<file path="config.mk">
export PLATFORM = sky130hd
export DESIGN_NAME = fb_arbiter
export DESIGN_NICKNAME = d
export VERILOG_FILES = /design/src/rtl/fb_pkg.sv /design/src/rtl/fb_line_addr.sv /design/src/rtl/fb_arbiter.sv
export SDC_FILE = /design/constraint.sdc
export NUM_CORES = 1
export LEC_CHECK = 0
export BUFFER_PORTS_ARGS = -buffer_cell sky130_fd_sc_hd__buf_4
export CORE_MARGIN = 1.5
export CORE_UTILIZATION = 49
export CTS_BUF_LIST = sky130_fd_sc_hd__clkbuf_2 sky130_fd_sc_hd__clkbuf_4 sky130_fd_sc_hd__clkbuf_8
export CTS_CLUSTER_DIAMETER = 200
export CTS_CLUSTER_SIZE = 8
export DETAILED_ROUTE_END_ITERATION = 6
export PLACE_DENSITY_LB_ADDON = 0.08
export SLEW_MARGIN = 20
export SYNTH_ARGS = -nofsm -noshare
export SYNTH_HDL_FRONTEND = slang
export SYNTH_SLANG_ARGS = --single-unit
</file>
<file path="constraint.sdc">
create_clock -name clk -period 4.5 [get_ports clk]
set_input_delay 0.225 -clock clk [delete_from_list [all_inputs] [get_ports clk]]
set_output_delay 0.225 -clock clk [all_outputs]
set_load 0.1 [all_outputs]
</file>
<file path="src/rtl/fb_pkg.sv">
// Shared constants and FSM state encoding for the framebuffer line-fetch arbiter.
package fb_pkg;
    localparam int V_VIDEO        = 480;
    localparam int V_TOTAL        = 525;
    localparam int WORDS_PER_LINE = 80;
    localparam int ADDR_W         = 16;
    localparam int DATA_W         = 24;
    localparam int LINE_W         = 10;
    localparam int LB_ADDR_W      = 7;

    typedef enum logic [1:0] {
        IDLE  = 2'd0,
        FETCH = 2'd1,
        DRAIN = 2'd2
    } fb_state_e;
endpackage

</file>
<file path="src/rtl/fb_line_addr.sv">
// Line base address: line index times the words per line, built as a
// constant shift-add so no multiplier is inferred.
module fb_line_addr #(
    parameter int WORDS_PER_LINE = fb_pkg::WORDS_PER_LINE
) (
    input  logic [fb_pkg::LINE_W-1:0] line_i,
    output logic [fb_pkg::ADDR_W-1:0] base_o
);
    import fb_pkg::*;

    localparam logic [ADDR_W-1:0] MULT = ADDR_W'(WORDS_PER_LINE);

    logic [ADDR_W-1:0] line_ext;

    assign line_ext = ADDR_W'(line_i);

    always_comb begin
        base_o = '0;
        for (int i = 0; i < ADDR_W; i++) begin
            if (MULT[i]) begin
                base_o = base_o + (line_ext << i);
            end
        end
    end
endmodule

</file>
<file path="src/rtl/fb_arbiter.sv">
// Framebuffer RAM arbiter: copies the next visible line into the line buffer
// during horizontal blanking and gives the RAM port to the pixel writer otherwise.
module fb_arbiter #(
    parameter int WORDS_PER_LINE = fb_pkg::WORDS_PER_LINE,
    parameter int V_VIDEO        = fb_pkg::V_VIDEO,
    parameter int V_TOTAL        = fb_pkg::V_TOTAL
) (
    input  logic                         clk,
    input  logic                         rst,
    input  logic                         line_start,
    input  logic [fb_pkg::LINE_W-1:0]    line_y,
    output logic [fb_pkg::ADDR_W-1:0]    mem_addr,
    output logic                         mem_we,
    output logic [fb_pkg::DATA_W-1:0]    mem_wdata,
    input  logic [fb_pkg::DATA_W-1:0]    mem_rdata,
    output logic                         lb_we,
    output logic [fb_pkg::LB_ADDR_W-1:0] lb_addr,
    output logic [fb_pkg::DATA_W-1:0]    lb_wdata,
    input  logic                         wr_valid,
    output logic                         wr_ready,
    input  logic [fb_pkg::ADDR_W-1:0]    wr_addr,
    input  logic [fb_pkg::DATA_W-1:0]    wr_data,
    output logic                         overrun,
    output fb_pkg::fb_state_e            dbg_state
);
    import fb_pkg::*;

    localparam logic [LB_ADDR_W-1:0] LAST_WORD    = LB_ADDR_W'(WORDS_PER_LINE - 1);
    localparam logic [LINE_W-1:0]    LAST_VISIBLE = LINE_W'(V_VIDEO - 1);
    localparam logic [LINE_W-1:0]    LAST_LINE    = LINE_W'(V_TOTAL - 1);

    fb_state_e            state_q;
    logic [LB_ADDR_W-1:0] count_q;
    logic [LB_ADDR_W-1:0] rd_idx_q;
    logic                 rd_pend_q;
    logic [ADDR_W-1:0]    base_q;
    logic [ADDR_W-1:0]    addr_hold_q;
    logic                 overrun_q;

    logic [LINE_W-1:0]    next_line;
    logic                 next_valid;
    logic [ADDR_W-1:0]    line_base;
    logic                 fetch_start;
    logic                 wr_fire;

    // Only the visible lines have a successor to prefetch; the last frame line wraps to 0.
    always_comb begin
        next_valid = 1'b0;
        next_line  = '0;
        if (line_y < LAST_VISIBLE) begin
            next_valid = 1'b1;
            next_line  = line_y + LINE_W'(1);
        end else if (line_y == LAST_LINE) begin
            next_valid = 1'b1;
        end
    end

    fb_line_addr #(
        .WORDS_PER_LINE(WORDS_PER_LINE)
    ) u_line_addr (
        .line_i(next_line),
        .base_o(line_base)
    );

    // Writer handshake: a write transfers in every cycle where wr_valid and
    // wr_ready are both high; wr_valid may be held as long as needed and the
    // request stays pending while wr_ready is low. A starting fetch takes priority.
    assign fetch_start = (state_q == IDLE) && line_start && next_valid;
    assign wr_ready    = !rst && (state_q == IDLE) && !(line_start && next_valid);
    assign wr_fire     = wr_valid && wr_ready;
    assign mem_we      = wr_fire;
    assign mem_wdata   = wr_data;

    always_comb begin
        mem_addr = addr_hold_q;
        if (rst) begin
            mem_addr = '0;
        end else if (state_q == FETCH) begin
            mem_addr = base_q + ADDR_W'(count_q);
        end else if (wr_fire) begin
            mem_addr = wr_addr;
        end
    end

    // Read data arrives one cycle after the address, so the buffer write trails by one.
    assign lb_we     = rd_pend_q && !rst;
    assign lb_addr   = rst ? '0 : rd_idx_q;
    assign lb_wdata  = mem_rdata;
    assign overrun   = overrun_q && !rst;
    assign dbg_state = state_q;

    always_ff @(posedge clk) begin
        if (rst) begin
            state_q     <= IDLE;
            count_q     <= '0;
            base_q      <= '0;
            rd_pend_q   <= 1'b0;
            rd_idx_q    <= '0;
            addr_hold_q <= '0;
            overrun_q   <= 1'b0;
        end else begin
            addr_hold_q <= mem_addr;
            rd_pend_q   <= (state_q == FETCH);
            rd_idx_q    <= count_q;
            if (line_start && (state_q != IDLE)) begin
                overrun_q <= 1'b1;
            end
            case (state_q)
                IDLE: begin
                    if (fetch_start) begin
                        state_q <= FETCH;
                        base_q  <= line_base;
                        count_q <= '0;
                    end
                end
                FETCH: begin
                    count_q <= count_q + LB_ADDR_W'(1);
                    if (count_q == LAST_WORD) begin
                        state_q <= DRAIN;
                    end
                end
                DRAIN: begin
                    state_q <= IDLE;
                end
                default: begin
                    state_q <= IDLE;
                end
            endcase
        end
    end
endmodule
</file>
# After elaboration in Yosys (flattened, before gate mapping)
# Index checks and enable logic that the tools add are counted.
# word_totals
register_bits	50
input_bits	78
out_inout_bits	77
wordCells	46
# classes
add_sub_neg	4
n_lt_le_gt_ge	1
n_eq_ne	5
n_mux	12
n_reduce_logical	17
# ops
cell	n
16-bit two-way mux	3
14-bit by 16-bit adder with 16-bit output	1
16-bit by 7-bit adder with 16-bit output	1
7-bit two-way mux	2
7-bit case mux with 2 select lines	1
10-bit by 1-bit adder with 10-bit output (second input constant)	1
10-bit == test (second input constant)	1
10-bit by 9-bit < comparator with 1-bit output (second input constant)	1
10-bit two-way mux	1
1-bit logical AND	9
7-bit by 1-bit adder with 7-bit output (second input constant)	1
7-bit == test (second input constant)	1
2-bit AND reduction	3
2-bit two-way mux	2
2-bit case mux with 2 select lines	1
2-bit nonzero test	2
2-bit by 1-bit == test with 1-bit output (second input constant)	1
1-bit logical NOT	2
2-bit logical NOT	1
1-bit two-way mux	2
2-bit by 1-bit != test with 1-bit output (second input constant)	1
2-bit != test (second input constant)	1

# Logic depth before layout (Yosys ltp)
# Gate-level depths: netlist of run 1.
# logic_depth
depth_word	10
depth_mapped	15
ltp_nobuf	14

# By module
# From an unflattened synthesis of run 1, not the netlist that was laid out.
# hier_totals
hier_cells	460
area_unflattened_um2	3642.2
# by_module_without_submodules
module	n_inst	cells_each	area_each_um2	seq_area_each_um2
fb_arbiter	1	401	3194.3	1001.0
fb_line_addr	1	59	447.9	0.0

# Least setup slack after synthesis of run 1
# OpenSTA, ideal clock, no wires.
# synth_path
path_type	input port to output port
start	in line_y[0] (netlist name)
end	out mem_addr[10] (netlist name)
t_arrival_ns	5.092
required_ns	4.275
slack_ns	-0.817
stages	9
path_buffers	1
path_cell_list	ha_1 > nand4_2 > a21o_1 > o21ai_2 > nor4b_4 > nand2_4 > buf_12 > mux2i_1 > a211oi_1
# synth_via
elab_chain_cells	10
elab_cells_between_ends	11
cone_classes	order compare: 1; eq/ne: 1; mux: 5; reduce/logical: 4
# synth_lines
element	line	rtl
start, declared	fb_arbiter.sv:11	input logic [fb_pkg::LINE_W-1:0] line_y,
branches (longest 2 deep; another with 10-bit by 9-bit < comparator with 1-bit output)	--	
1-bit two-way mux *	fb_arbiter.sv:50	if (line_y < LAST_VISIBLE) begin
1-bit logical AND *	fb_arbiter.sv:69	assign wr_ready = !rst && (state_q == IDLE) && !(line_start && next_valid);
1-bit logical NOT *	fb_arbiter.sv:69	
1-bit logical AND *	fb_arbiter.sv:69	
net wr_ready	fb_arbiter.sv:20	output logic wr_ready,
1-bit logical AND *	fb_arbiter.sv:70	assign wr_fire = wr_valid && wr_ready;
16-bit two-way mux *	fb_arbiter.sv:80	end else if (wr_fire) begin
16-bit two-way mux *	fb_arbiter.sv:78	end else if (state_q == FETCH) begin
16-bit two-way mux *	fb_arbiter.sv:76	if (rst) begin
end, declared	fb_arbiter.sv:12	output logic [fb_pkg::ADDR_W-1:0] mem_addr,
# Mark *: on every way through the listed nets, which the timed path passes.

# Final worst setup path of run 1
# layout_path
start	in line_y[0] (netlist name)
end	out mem_addr[13] (netlist name)
# layout_via
elab_chain_cells	10
elab_cells_between_ends	11
cone_classes	order compare: 1; eq/ne: 1; mux: 5; reduce/logical: 4
# layout_lines
element	line
branches (longest 2 deep; another with 10-bit by 9-bit < comparator with 1-bit output)	--
1-bit two-way mux *	fb_arbiter.sv:50
1-bit logical AND *	fb_arbiter.sv:69
1-bit logical NOT *	fb_arbiter.sv:69
1-bit logical AND *	fb_arbiter.sv:69
1-bit logical AND *	fb_arbiter.sv:70
16-bit two-way mux *	fb_arbiter.sv:80
16-bit two-way mux *	fb_arbiter.sv:78
16-bit two-way mux *	fb_arbiter.sv:76
# Mark *: on every way between the ends.

==> summary.md, run 1 <==
| Metric | Value |
|---|---|
| First drt pass iteration count | `4` |
| CTS tree | `built` |
| Grt total ovfl | `0` |
| Residual antenna-violating net count after detailed routing | `0` |
| Critical Path Max Stage Delay | `390 ps` |
| Reg2reg start | `count_q[4]` |
| Yosys warning total | `0` |
| Mapped Avg Cell Area | `8.189 sq um` |
| DR vias/cell | `5.422` |
| Total placed instance area | `3628 sq um` |
| Status | `completed` |
| Overall routed net length | `7309 microns` |
| Simple-gate share of the synthesized area | `21.61%` |
| Wire length of the first global-routing pass | `11970 microns` |
| Most instantiated flip-flop cell in the synthesis netlist | `sky130_fd_sc_hd__dfxtp_1` |
| Pwr per Cell Area | `320.3 nW/um^2` |
| Critical-path top delay cell | `sky130_fd_sc_hd__nor4b_4` |
| Root buffer selected by CTS | `sky130_fd_sc_hd__clkbuf_8` |
| Min cycle time layout | `3050 ps` |
| Ys async rst share | `0%` |
| TritonCTS Buffers | `5` |
| Critical Path End Type | `output port` |
| Total of max-cap violations | `0` |
| Initial antenna violation count | `0` |
| Largest net degree at the start of global routing | `74` |
| Area enclosed by the die boundary | `7566 sq um` |
| Final weighted congestion in routability-driven placement | `0.8761` |
| Cell depth of the worst hold path | `3` |
| Adder and majority gate portion of the synthesized area | `5.141%` |
| Worst setup path category | `in -> out` |
| Diodes inserted | `0` |
| # rows | `30` |
| Max clock buf depth | `2` |
| Relative slew margins | `31.93%` |
| Worst Max-Slew Pin Slew | `1021 ps` |
| Clk slew on worst S/H paths | `100 ps` |
| Die Height | `86.98 microns` |
| Startpoint of the most critical hold path | `line_start` |
| Reg2Reg Depth | `8` |
| Cells after Synth | `422` |
| Final instance area | `3766 sq um` |
| Total routing resource utilization after global routing | `19.53%` |
| Fillers | `633` |
| Clk Latency, worst-skew pair | `300 ps` |
| Unrepaired setup endpoints after global routing | `no` |
| Reg-to-reg slack, setup | `2270 ps` |
| Number of vias after detailed routing | `2787` |
| Area share of the largest cell type after synthesis | `26.65%` |
| Leading area contributor after synthesis | `sky130_fd_sc_hd__dfxtp_1` |
| Final Hold Violating Endpoints | `0` |
| Worst path cell trace | `buf_4, ha_1, nand4_2, a21o_1, o21ai_2, nor4b_4, nand2_4, mux2i_1, a211oi_2, buf_4` |
| Worst Path Required | `4280 ps` |
| CTS resizes | `0` |
| Pins over their slew limit | `0` |
| Largest family of logic cells by synthesized area | `simple AND/OR/NAND/NOR gates` |
| Multiplexer share of the synthesized area | `5.829%` |
| Endpoint of the lowest-slack register-to-register path | `addr_hold_q[15]` |
| Remaining design rule violation count | `0` |
| DPL Wire Length | `5365 microns` |
| Static leakage | `0.001608 uW` |
| Die Wd | `86.98 microns` |
| Critical path peak fanout | `17` |
| Setup total negative slack | `0 ps` |
| Buffers added on ports | `58` |
| H-tree levels | `2` |
| Number of buffers added for setup after CTS | `0` |
| Most area-consuming cells after synthesis | `sky130_fd_sc_hd__dfxtp_1 (27%), sky130_fd_sc_hd__buf_4 (11%), sky130_fd_sc_hd__a211oi_1 (7.8%)` |
| Starting DRT DRC Count | `91` |
| Nature of the critical path startpoint | `input port` |
| Endpoint of the worst hold-timing path | `overrun_q` |
| Fraction of the mapped netlist area in compound gates | `19.37%` |
| Number of nets in the layout | `508` |
| Area overhead of the layout relative to synthesis | `8.979%` |
| Number of register bits inferred by synthesis | `46` |
| Total I/O pin count | `155` |
| Cts-stage hold buffer count | `0` |
| Total standard cell area after synthesis | `3456 sq um` |
| Total setup violations reported at the end of the flow | `0` |
| Final clock skew | `14.89 ps` |
| Crit path top cell by count | `sky130_fd_sc_hd__buf_4` |
| Net count of the mapped netlist | `513` |
| Vias in the first global route | `2531` |
| Count of cell types in the netlist | `62` |
| Part of the cycle the worst path needs | `67.77%` |
| Count of flip-flops with a built-in enable after synthesis | `0` |
| Sequential share of the synthesized area | `26.65%` |
| Achievable Freq | `327.9 MHz` |
| Detail-routed net length per standard cell | `14.22 microns` |
| Data arrival time of the critical path | `2820 ps` |
| Proportion of layout cells with a drive suffix above 1 | `25.12%` |
| Initial Utilization | `50.87%` |
| Xor-xnor portion of the synthesized cell area | `6.083%` |
| Core box area | `6794 sq um` |
| Peak supply drop | `152.7 uV` |
| Type of the tightest min-delay check | `in -> reg` |
| Total clock sinks | `46` |
-- routing by layer --
| metal | track usage (%) | part of all wire [%] | vias up |
|---|---|---|---|
| met4 | 8.798 | 2.9 | 0 |
| met5 | 0 | 0 | - |
| met1 | 27.09 | 50 | 1241 |
| li1 | - | - | 1435 |
| met3 | 3.412 | 6.0 | 24 |
| met2 | 29.53 | 41 | 87 |
-- worst max-delay path: cells and delay by family --
| kind | cells | cell delay [ps] |
|---|---|---|
| muxes | 1 | 210 |
| and+or+nand+nor | 3 | 840 |
| adders and majority gates | 1 | 270 |
| buffers and inverters | 2 | 440 |
| AOI/OAI and AO/OA | 3 | 830 |
-- state kept, by name, indices dropped and copies added, names as in the netlist --
signal	flops
rd_idx_q	7
rd_pend_q	1
base_q	12
addr_hold_q	16
overrun_q	1
count_q	7
dbg_state	2
-- area by class of cell --
cell class | count | area (sq um) | area share, %
multi-input cells | 292 | 2092 | 55.55
flip-flops and latches | 46 | 920.9 | 24.45
repair buffers | 60 | 450.4 | 11.96
well taps | 96 | 120.1 | 3.189
clock buffers | 5 | 68.82 | 1.827
clock inverters | 3 | 68.82 | 1.827
inverters | 12 | 45.04 | 1.196
-- worst max path at each step --
stage / startpoint / end / slack [ps] / cells past startpoint
after floorplan: line_y[0] / mem_addr[10] / 140 / 9
after global placement: line_y[0] / base_q[11] / 1350 / 14
after detailed placement: line_y[0] / base_q[11] / 1200 / 14
after CTS: line_y[0] / mem_addr[13] / 1440 / 10
after global routing: line_y[0] / base_q[11] / 1250 / 14
final: line_y[0] / mem_addr[13] / 1450 / 10
-- synthesized netlist by cell type, types with 8 or more instances --
| cell type | count |
|---|---|
| sky130_fd_sc_hd__o21ai_0 | 13 |
| sky130_fd_sc_hd__nand3_1 | 8 |
| sky130_fd_sc_hd__nand2_1 | 24 |
| sky130_fd_sc_hd__ha_1 | 11 |
| sky130_fd_sc_hd__clkbuf_1 | 15 |
| sky130_fd_sc_hd__a211oi_1 | 36 |
| sky130_fd_sc_hd__buf_4 | 50 |
| sky130_fd_sc_hd__dfxtp_1 | 46 |
| sky130_fd_sc_hd__inv_1 | 11 |
| sky130_fd_sc_hd__nor2b_1 | 18 |
| sky130_fd_sc_hd__xnor2_1 | 15 |
| sky130_fd_sc_hd__a21oi_1 | 18 |
| sky130_fd_sc_hd__nor2_1 | 48 |
| sky130_fd_sc_hd__xor2_1 | 9 |
| sky130_fd_sc_hd__mux2i_1 | 19 |
-- through the flow --
stage | power, uW | setup slack (ps) | hold slack, ps | cells | utilization (%)
4_1_cts | 1216 | 1444 | 196.7 | 514 | 55.43
3_3_place_gp | 847.0 | 1346 | 441.5 | 506 | 53.41
5_1_grt | 1263 | 1253 | 218.4 | 514 | 55.43
2_1_floorplan | 970.2 | 136.6 | 386.3 | 422 | -
3_5_place_dp | 851.0 | 1203 | 450.7 | 506 | 53.41
6_report | 1206 | 1450 | 208.9 | 514 | 55.43
-- report_power, final --
part	leakage, uW	switching [uW]	total, uW	internal, uW
clock network	0.0000683	142	364	222
registers	0.000376	16.1	448	432
logic	0.00116	271	393	122
total	0.00161	429	1210	777
-- placed cells by master, fill, tap and decap left out, types with 2 or more instances in the layout --
cell / n
sky130_fd_sc_hd__a31oi_1: 4
sky130_fd_sc_hd__a211oi_2: 17
sky130_fd_sc_hd__nand2b_1: 3
sky130_fd_sc_hd__nand3_1: 8
sky130_fd_sc_hd__dfxtp_1: 46
sky130_fd_sc_hd__or4_1: 2
sky130_fd_sc_hd__o211ai_1: 2
sky130_fd_sc_hd__nand4_1: 5
sky130_fd_sc_hd__or3_1: 5
sky130_fd_sc_hd__nand3b_1: 2
sky130_fd_sc_hd__or2_2: 3
sky130_fd_sc_hd__clkbuf_8: 5
sky130_fd_sc_hd__a211oi_1: 20
sky130_fd_sc_hd__xnor2_1: 15
sky130_fd_sc_hd__nor2_1: 48
sky130_fd_sc_hd__nor2b_1: 18
sky130_fd_sc_hd__inv_1: 11
sky130_fd_sc_hd__mux2i_1: 19
sky130_fd_sc_hd__and2_1: 2
sky130_fd_sc_hd__o221ai_1: 2
sky130_fd_sc_hd__a21o_1: 4
sky130_fd_sc_hd__buf_4: 60
sky130_fd_sc_hd__bufinv_16: 2
sky130_fd_sc_hd__and3_1: 3
sky130_fd_sc_hd__nor3_1: 4
sky130_fd_sc_hd__a21oi_1: 18
sky130_fd_sc_hd__nand2_1: 24
sky130_fd_sc_hd__fa_1: 2
sky130_fd_sc_hd__o21ai_0: 13
sky130_fd_sc_hd__ha_1: 11
sky130_fd_sc_hd__xor2_1: 9
-- logic make-up after synthesis --
kind of cell,Yosys count
buffers and inverters,84
AND/OR/NAND/NOR,139
flip-flops,46
multiplexers,20
adder cells (fa/ha/maj),13
XOR/XNOR,24
other,1
AO/OA/AOI/OAI,95
Power figures use the tool's default switching activity.
==> run 2, diff against run 1 <==
==> constraint.sdc (replaced) <==
create_clock -name clk -period 3.1 [get_ports clk]
set_input_delay 0.155 -clock clk [delete_from_list [all_inputs] [get_ports clk]]
set_output_delay 0.155 -clock clk [all_outputs]
set_load 0.1 [all_outputs]
==> run 2 against run 1 <==
- register-to-register slack got worse by 1400 ps
- worst setup slack got worse by 1300 ps
- clock skew decreased by 7.6 ps
- via count increased by 0.68%
- clock-buffer cell count unchanged
- die area unchanged
- combinational power increased by 59%
- critical path type is now reg -> out
- critical endpoint unchanged
- largest power group unchanged
- highest routed layer unchanged
==> summary.md, run 2 (synthesis results as in run 1) <==
| Metric | Value |
|---|---|
| Status | `completed` |
| Number of nets in the layout | `514` |
| Layout Cells excl Fill | `520` |
| Nature of the critical path startpoint | `register` |
| Number of vias after detailed routing | `2806` |
| Peak supply drop | `227.6 uV` |
| Wire length of the first global-routing pass | `12110 microns` |
| Starting DRT DRC Count | `120` |
| H-tree levels | `2` |
| Area enclosed by the die boundary | `7566 sq um` |
| Total of max-cap violations | `0` |
| Final Hold Violating Endpoints | `0` |
| Vias in the first global route | `2507` |
| DR vias/cell | `5.396` |
| Initial antenna violation count | `0` |
| Endpoint of the lowest-slack register-to-register path | `addr_hold_q[13]` |
| Crit path top cell by count | `sky130_fd_sc_hd__nor2_1` |
| Final worst setup slack | `170.2 ps` |
| Static leakage | `0.001610 uW` |
| Data arrival time of the critical path | `2770 ps` |
| CP top delay family | `simple AND/OR/NAND/NOR gates` |
| Core box area | `6794 sq um` |
| CTS resizes | `0` |
| DPL Wire Length | `5548 microns` |
| Worst path cell trace | `ha_1, a21o_1, a21oi_1, or3b_2, nor2_1, xor2_1, nor2_1, a211oi_4, buf_4` |
| Pwr per Cell Area | `420.9 nW/um^2` |
| Setup total negative slack | `0 ps` |
| Proportion of layout cells with a drive suffix above 1 | `26.65%` |
| Critical path peak fanout | `8` |
| Reg2reg start | `count_q[4]` |
| Remaining design rule violation count | `0` |
| Clk slew on worst S/H paths | `90 ps` |
| Overall routed net length | `7340 microns` |
| Reg-to-reg slack, setup | `860 ps` |
| Final instance area | `3906 sq um` |
| Part of the cycle the worst path needs | `94.51%` |
| Worst setup path category | `reg -> out` |
| Number of buffers added for setup after CTS | `0` |
| Cell depth of the worst hold path | `3` |
| Reg2Reg Depth | `8` |
| Placed insts | `512` |
| Most frequent standard cell in the layout excluding fill and tap cells | `sky130_fd_sc_hd__buf_4` |
| Largest registers | `addr_hold_q: 16 flops, base_q: 12 flops` |
| Critical Path Max Stage Delay | `530 ps` |
| Cts-stage hold buffer count | `0` |
| Critical-path top delay cell | `sky130_fd_sc_hd__or3b_2` |
| Endpoint of the worst hold-timing path | `overrun_q` |
| Final clock skew | `7.272 ps` |
| Worst Max-Slew Pin Slew | `988.1 ps` |
| Number of buffer and inverter stages on the critical path | `1` |
| Final weighted congestion in routability-driven placement | `0.8893` |
| Clk Latency, worst-skew pair | `300 ps` |
| Number of flip-flops in the largest register | `16` |
| Total placed instance area | `3816 sq um` |
| Total I/O pin count | `155` |
| Min cycle time layout | `2930 ps` |
| Area overhead of the layout relative to synthesis | `13.03%` |
| Total clock sinks | `46` |
| Commonest cells after routing, fill and taps aside | `sky130_fd_sc_hd__buf_4 (66), sky130_fd_sc_hd__nor2_1 (48), sky130_fd_sc_hd__dfxtp_1 (45)` |
| Initial Utilization | `50.87%` |
| Buffers added on ports | `58` |
| Root buffer selected by CTS | `sky130_fd_sc_hd__clkbuf_8` |
| Die Wd | `86.98 microns` |
| Total routing resource utilization after global routing | `19.78%` |
| Largest net degree at the start of global routing | `73` |
| CTS tree | `built` |
| Worst Path Required | `2940 ps` |
| Detail-routed net length per standard cell | `14.12 microns` |
| TritonCTS Buffers | `5` |
| Total setup violations reported at the end of the flow | `0` |
| Diodes inserted | `0` |
| Startpoint of the most critical hold path | `line_start` |
| Grt total ovfl | `0` |
| Largest Register | `addr_hold_q` |
| Relative slew margins | `34.13%` |
| # rows | `30` |
| Critical Path End Type | `output port` |
| First drt pass iteration count | `4` |
| Die Height | `86.98 microns` |
| Fillers | `647` |
| Achievable Freq | `341.3 MHz` |
| Setup WS pre-CTS | `114.0 ps` |
| Pins over their slew limit | `0` |
| Type of the tightest min-delay check | `in -> reg` |
| Max clock buf depth | `2` |
| Total design power | `1644 uW` |
| Unrepaired setup endpoints after global routing | `no` |
| Residual antenna-violating net count after detailed routing | `0` |
-- run 2: cell types whose count changed in the layout (fill, tap and decap cells not counted), sizes merged --
cell / before / now
buf: 60 / 66
bufinv: 2 / 0
clkinv: 1 / 2
clkinvlp: 0 / 1
-- run 2: per-layer routing --
layer | part of all wire [%] | wire, microns | track usage [%] | vias to the layer above
met5 | 0 | 0 | 0 | -
met4 | 2.4 | 178 | 8.065 | 0
li1 | - | - | - | 1429
met1 | 48 | 3547 | 27.45 | 1259
met2 | 44 | 3227 | 30.37 | 96
met3 | 5.3 | 387 | 3.412 | 22
-- run 2: area by class of cell --
type	count	area, sq um	share of cell area, %
clock buffer	5	68.82	1.762
clock inverter	3	21.27	0.5445
inverter	12	45.04	1.153
multi-input combinational	292	2233	57.17
sequential	46	922.1	23.61
tap	96	120.1	3.075
timing repair buffer	66	495.5	12.68
-- run 2: how the worst max path moves through the flow --
| stage | slack (ps) | from | cells past startpoint | end |
|---|---|---|---|---|
| after floorplan | -630 | line_y[0] | 9 | mem_addr[10] |
| after global placement | 240 | line_y[0] | 13 | base_q[11] |
| after detailed placement | 110 | line_y[0] | 13 | base_q[11] |
| after CTS | 140 | count_q[5] | 9 | mem_addr[13] |
| after global routing | 10 | count_q[4] | 9 | mem_addr[13] |
| final | 170 | count_q[4] | 9 | mem_addr[13] |
-- run 2: power by group --
group          switching (uW)  internal, uW
Sequential               23.1           627
Clock                     212           159
Combinational             422           201
-- run 2: metrics by stage --
stage,utilization [%],hold WS (ps)
floorplan,-,316.3
global placement,56.17,310.7
detailed placement,56.17,310.7
CTS,57.50,146.5
global route,57.50,181.4
finish,57.50,151.9
-- run 2: worst register-to-register path: stages (launching register included) --
cell and delay, ps:
sky130_fd_sc_hd__dfxtp_1 490, sky130_fd_sc_hd__ha_1 250, sky130_fd_sc_hd__a21o_1 130, sky130_fd_sc_hd__a21oi_1 100, sky130_fd_sc_hd__or3b_2 530, sky130_fd_sc_hd__nor2_1 140, sky130_fd_sc_hd__xor2_1 180, sky130_fd_sc_hd__nor2_1 100
sky130_fd_sc_hd__a211oi_1 250
==> run 3, diff against run 2 <==
--- a/config.mk
+++ b/config.mk
@@ -7,7 +7,7 @@
 export LEC_CHECK = 0
 export BUFFER_PORTS_ARGS = -buffer_cell sky130_fd_sc_hd__buf_4
 export CORE_MARGIN = 1.5
-export CORE_UTILIZATION = 49
+export CORE_UTILIZATION = 40
 export CTS_BUF_LIST = sky130_fd_sc_hd__clkbuf_2 sky130_fd_sc_hd__clkbuf_4 sky130_fd_sc_hd__clkbuf_8
 export CTS_CLUSTER_DIAMETER = 200
 export CTS_CLUSTER_SIZE = 8
==> run 3 against run 2 <==
- worst setup slack better by 13 ps
- combinational power hardly changed
- critical endpoint unchanged
- highest routed layer unchanged
- design area is 0.77% higher
- critical path type unchanged
- flip-flop and latch count stayed put
==> summary.md, run 3 (synthesis results as in run 1) <==
| Metric | Value |
|---|---|
| Status | `completed` |
| Final Hold Violating Endpoints | `0` |
| Worst Max-Slew Pin Slew | `858.2 ps` |
| Commonest cells after routing, fill and taps aside | `sky130_fd_sc_hd__buf_4 (64), sky130_fd_sc_hd__nor2_1 (48), sky130_fd_sc_hd__dfxtp_1 (45)` |
| Reg-to-reg slack, setup | `860 ps` |
| CP top delay family | `simple AND/OR/NAND/NOR gates` |
| Diodes inserted | `0` |
| Worst path cell trace | `ha_1, a21o_1, a21oi_1, or3b_2, nor2_1, xor2_1, nor2_1, a211oi_4, buf_4` |
| Final weighted congestion in routability-driven placement | `0.9014` |
| Number of buffers added for setup after CTS | `0` |
| Number of flip-flops in the largest register | `16` |
| Overall routed net length | `7557 microns` |
| Switch Pwr | `661.3 uW` |
| Pwr per Cell Area | `439.7 nW/um^2` |
| Total setup violations reported at the end of the flow | `0` |
| Wire length of the first global-routing pass | `12680 microns` |
| Share of power burned in combinational logic | `36.1%` |
| Clk slew on worst S/H paths | `90 ps` |
| # rows | `33` |
| Largest Register | `addr_hold_q` |
| Reg2reg start | `count_q[4]` |
| Starting DRT DRC Count | `90` |
| Largest net degree at the start of global routing | `39` |
| Part of the cycle the worst path needs | `94.08%` |
| Clk Latency, worst-skew pair | `300 ps` |
| Relative slew margins | `42.78%` |
| Launch point of the critical path | `count_q[4]` |
| DPL Wire Length | `5729 microns` |
| Die Height | `95.95 microns` |
| Total design power | `1731 uW` |
| Total clock sinks | `46` |
| Number of vias after detailed routing | `2832` |
| TritonCTS Buffers | `5` |
| Int Pwr | `1069 uW` |
| Critical Path End Type | `output port` |
| Vias in the first global route | `2700` |
| Setup total negative slack | `0 ps` |
| Detail-routed net length per standard cell | `14.31 microns` |
| Pins over their slew limit | `0` |
| Achievable Freq | `342.9 MHz` |
| Nature of the critical path startpoint | `register` |
| Cts-stage hold buffer count | `0` |
| DR vias/cell | `5.364` |
| Final instance area | `3936 sq um` |
| Reg power frac | `37.6%` |
| Number of buffer and inverter stages on the critical path | `1` |
| Max clock buf depth | `2` |
| Min cycle time layout | `2917 ps` |
| H-tree levels | `2` |
| Core box area | `8299 sq um` |
| Critical path peak fanout | `8` |
| CTS resizes | `0` |
| Total routing resource utilization after global routing | `17.19%` |
| Reg2Reg Depth | `8` |
| Total of max-cap violations | `0` |
| Static leakage | `0.001621 uW` |
| Net Sw Frac | `38.21%` |
| Most frequent standard cell in the layout excluding fill and tap cells | `sky130_fd_sc_hd__buf_4` |
| CTS tree | `built` |
| Final worst setup slack | `183.4 ps` |
| Crit path top cell by count | `sky130_fd_sc_hd__nor2_1` |
| Worst Path Required | `2940 ps` |
| Root buffer selected by CTS | `sky130_fd_sc_hd__clkbuf_8` |
| Endpoint of the lowest-slack register-to-register path | `addr_hold_q[13]` |
| Critical-path top delay cell | `sky130_fd_sc_hd__or3b_2` |
| Power share of the clock group | `26.3%` |
| Number of nets in the layout | `513` |
| Remaining design rule violation count | `0` |
| Critical Path Max Stage Delay | `530 ps` |
| Area enclosed by the die boundary | `9206 sq um` |
| Initial antenna violation count | `0` |
| Initial Utilization | `41.64%` |
| Fillers | `838` |
| Residual antenna-violating net count after detailed routing | `0` |
| Grt total ovfl | `0` |
| First drt pass iteration count | `4` |
| Data arrival time of the critical path | `2760 ps` |
| Peak supply drop | `192.2 uV` |
| Largest registers | `addr_hold_q: 16 flops, base_q: 12 flops` |
| Total stage count of the critical path | `9` |
| Area overhead of the layout relative to synthesis | `13.90%` |
| Type of the tightest min-delay check | `in -> reg` |
| Worst setup path category | `reg -> out` |
| Total I/O pin count | `155` |
| Timing endpoint of the critical path | `mem_addr[13]` |
| Unrepaired setup endpoints after global routing | `no` |
| Buffers added on ports | `58` |
| Total placed instance area | `3820 sq um` |
| Final clock skew | `11.56 ps` |
| Die Wd | `95.95 microns` |
| Proportion of layout cells with a drive suffix above 1 | `26.48%` |
| Setup WS pre-CTS | `158.7 ps` |
[run 3: metal layers]
metal / wire (microns) / track usage [%]
met4: 111 / 5.882
met1: 3863 / 23.32
met2: 3148 / 27.52
met3: 433 / 2.765
met5: 0 / 0
[run 3: tightest hold or removal path, stage by stage]
cell,delay (ps)
sky130_fd_sc_hd__buf_4,120
sky130_fd_sc_hd__o21ai_0,70
sky130_fd_sc_hd__a21oi_1,60
[run 3: how the worst min path moves through the flow]
stage	cells past startpoint	start	endpoint
global route	3	line_start	overrun_q
global placement	0	mem_rdata[11]	lb_wdata[11]
floorplan	2	line_start	overrun_q
finish	3	line_start	overrun_q
CTS	3	line_start	overrun_q
detailed placement	0	mem_rdata[11]	lb_wdata[11]
[run 3: per-stage QoR]
stage / hold WS (ps) / std cells / utilization [%]
finish: 149.3 / 528 / 47.43
global route: 201.9 / 528 / 47.43
CTS: 143.9 / 528 / 47.38
detailed placement: 310.7 / 520 / 46.03
global placement: 310.7 / 520 / 46.03
floorplan: 316.3 / 422 / -
[run 3: area by class of cell]
class / count / area (sq um) / share of cell area [%]
multi-input cells: 292 / 2233 / 56.74
flip-flops and latches: 46 / 922.1 / 23.43
repair buffers: 65 / 491.7 / 12.49
well taps: 105 / 131.4 / 3.338
clock buffers: 5 / 68.82 / 1.748
inverters: 12 / 45.04 / 1.144
clock inverters: 3 / 43.79 / 1.113
[run 3: power groups by stage]
stage	Sequential, uW	Combinational, uW	Clock, uW
6_report	651	625	455
5_1_grt	656	674	491
4_1_cts	651	629	471
3_5_place_dp	665	627	0
3_3_place_gp	664	622	0
2_1_floorplan	667	785	0
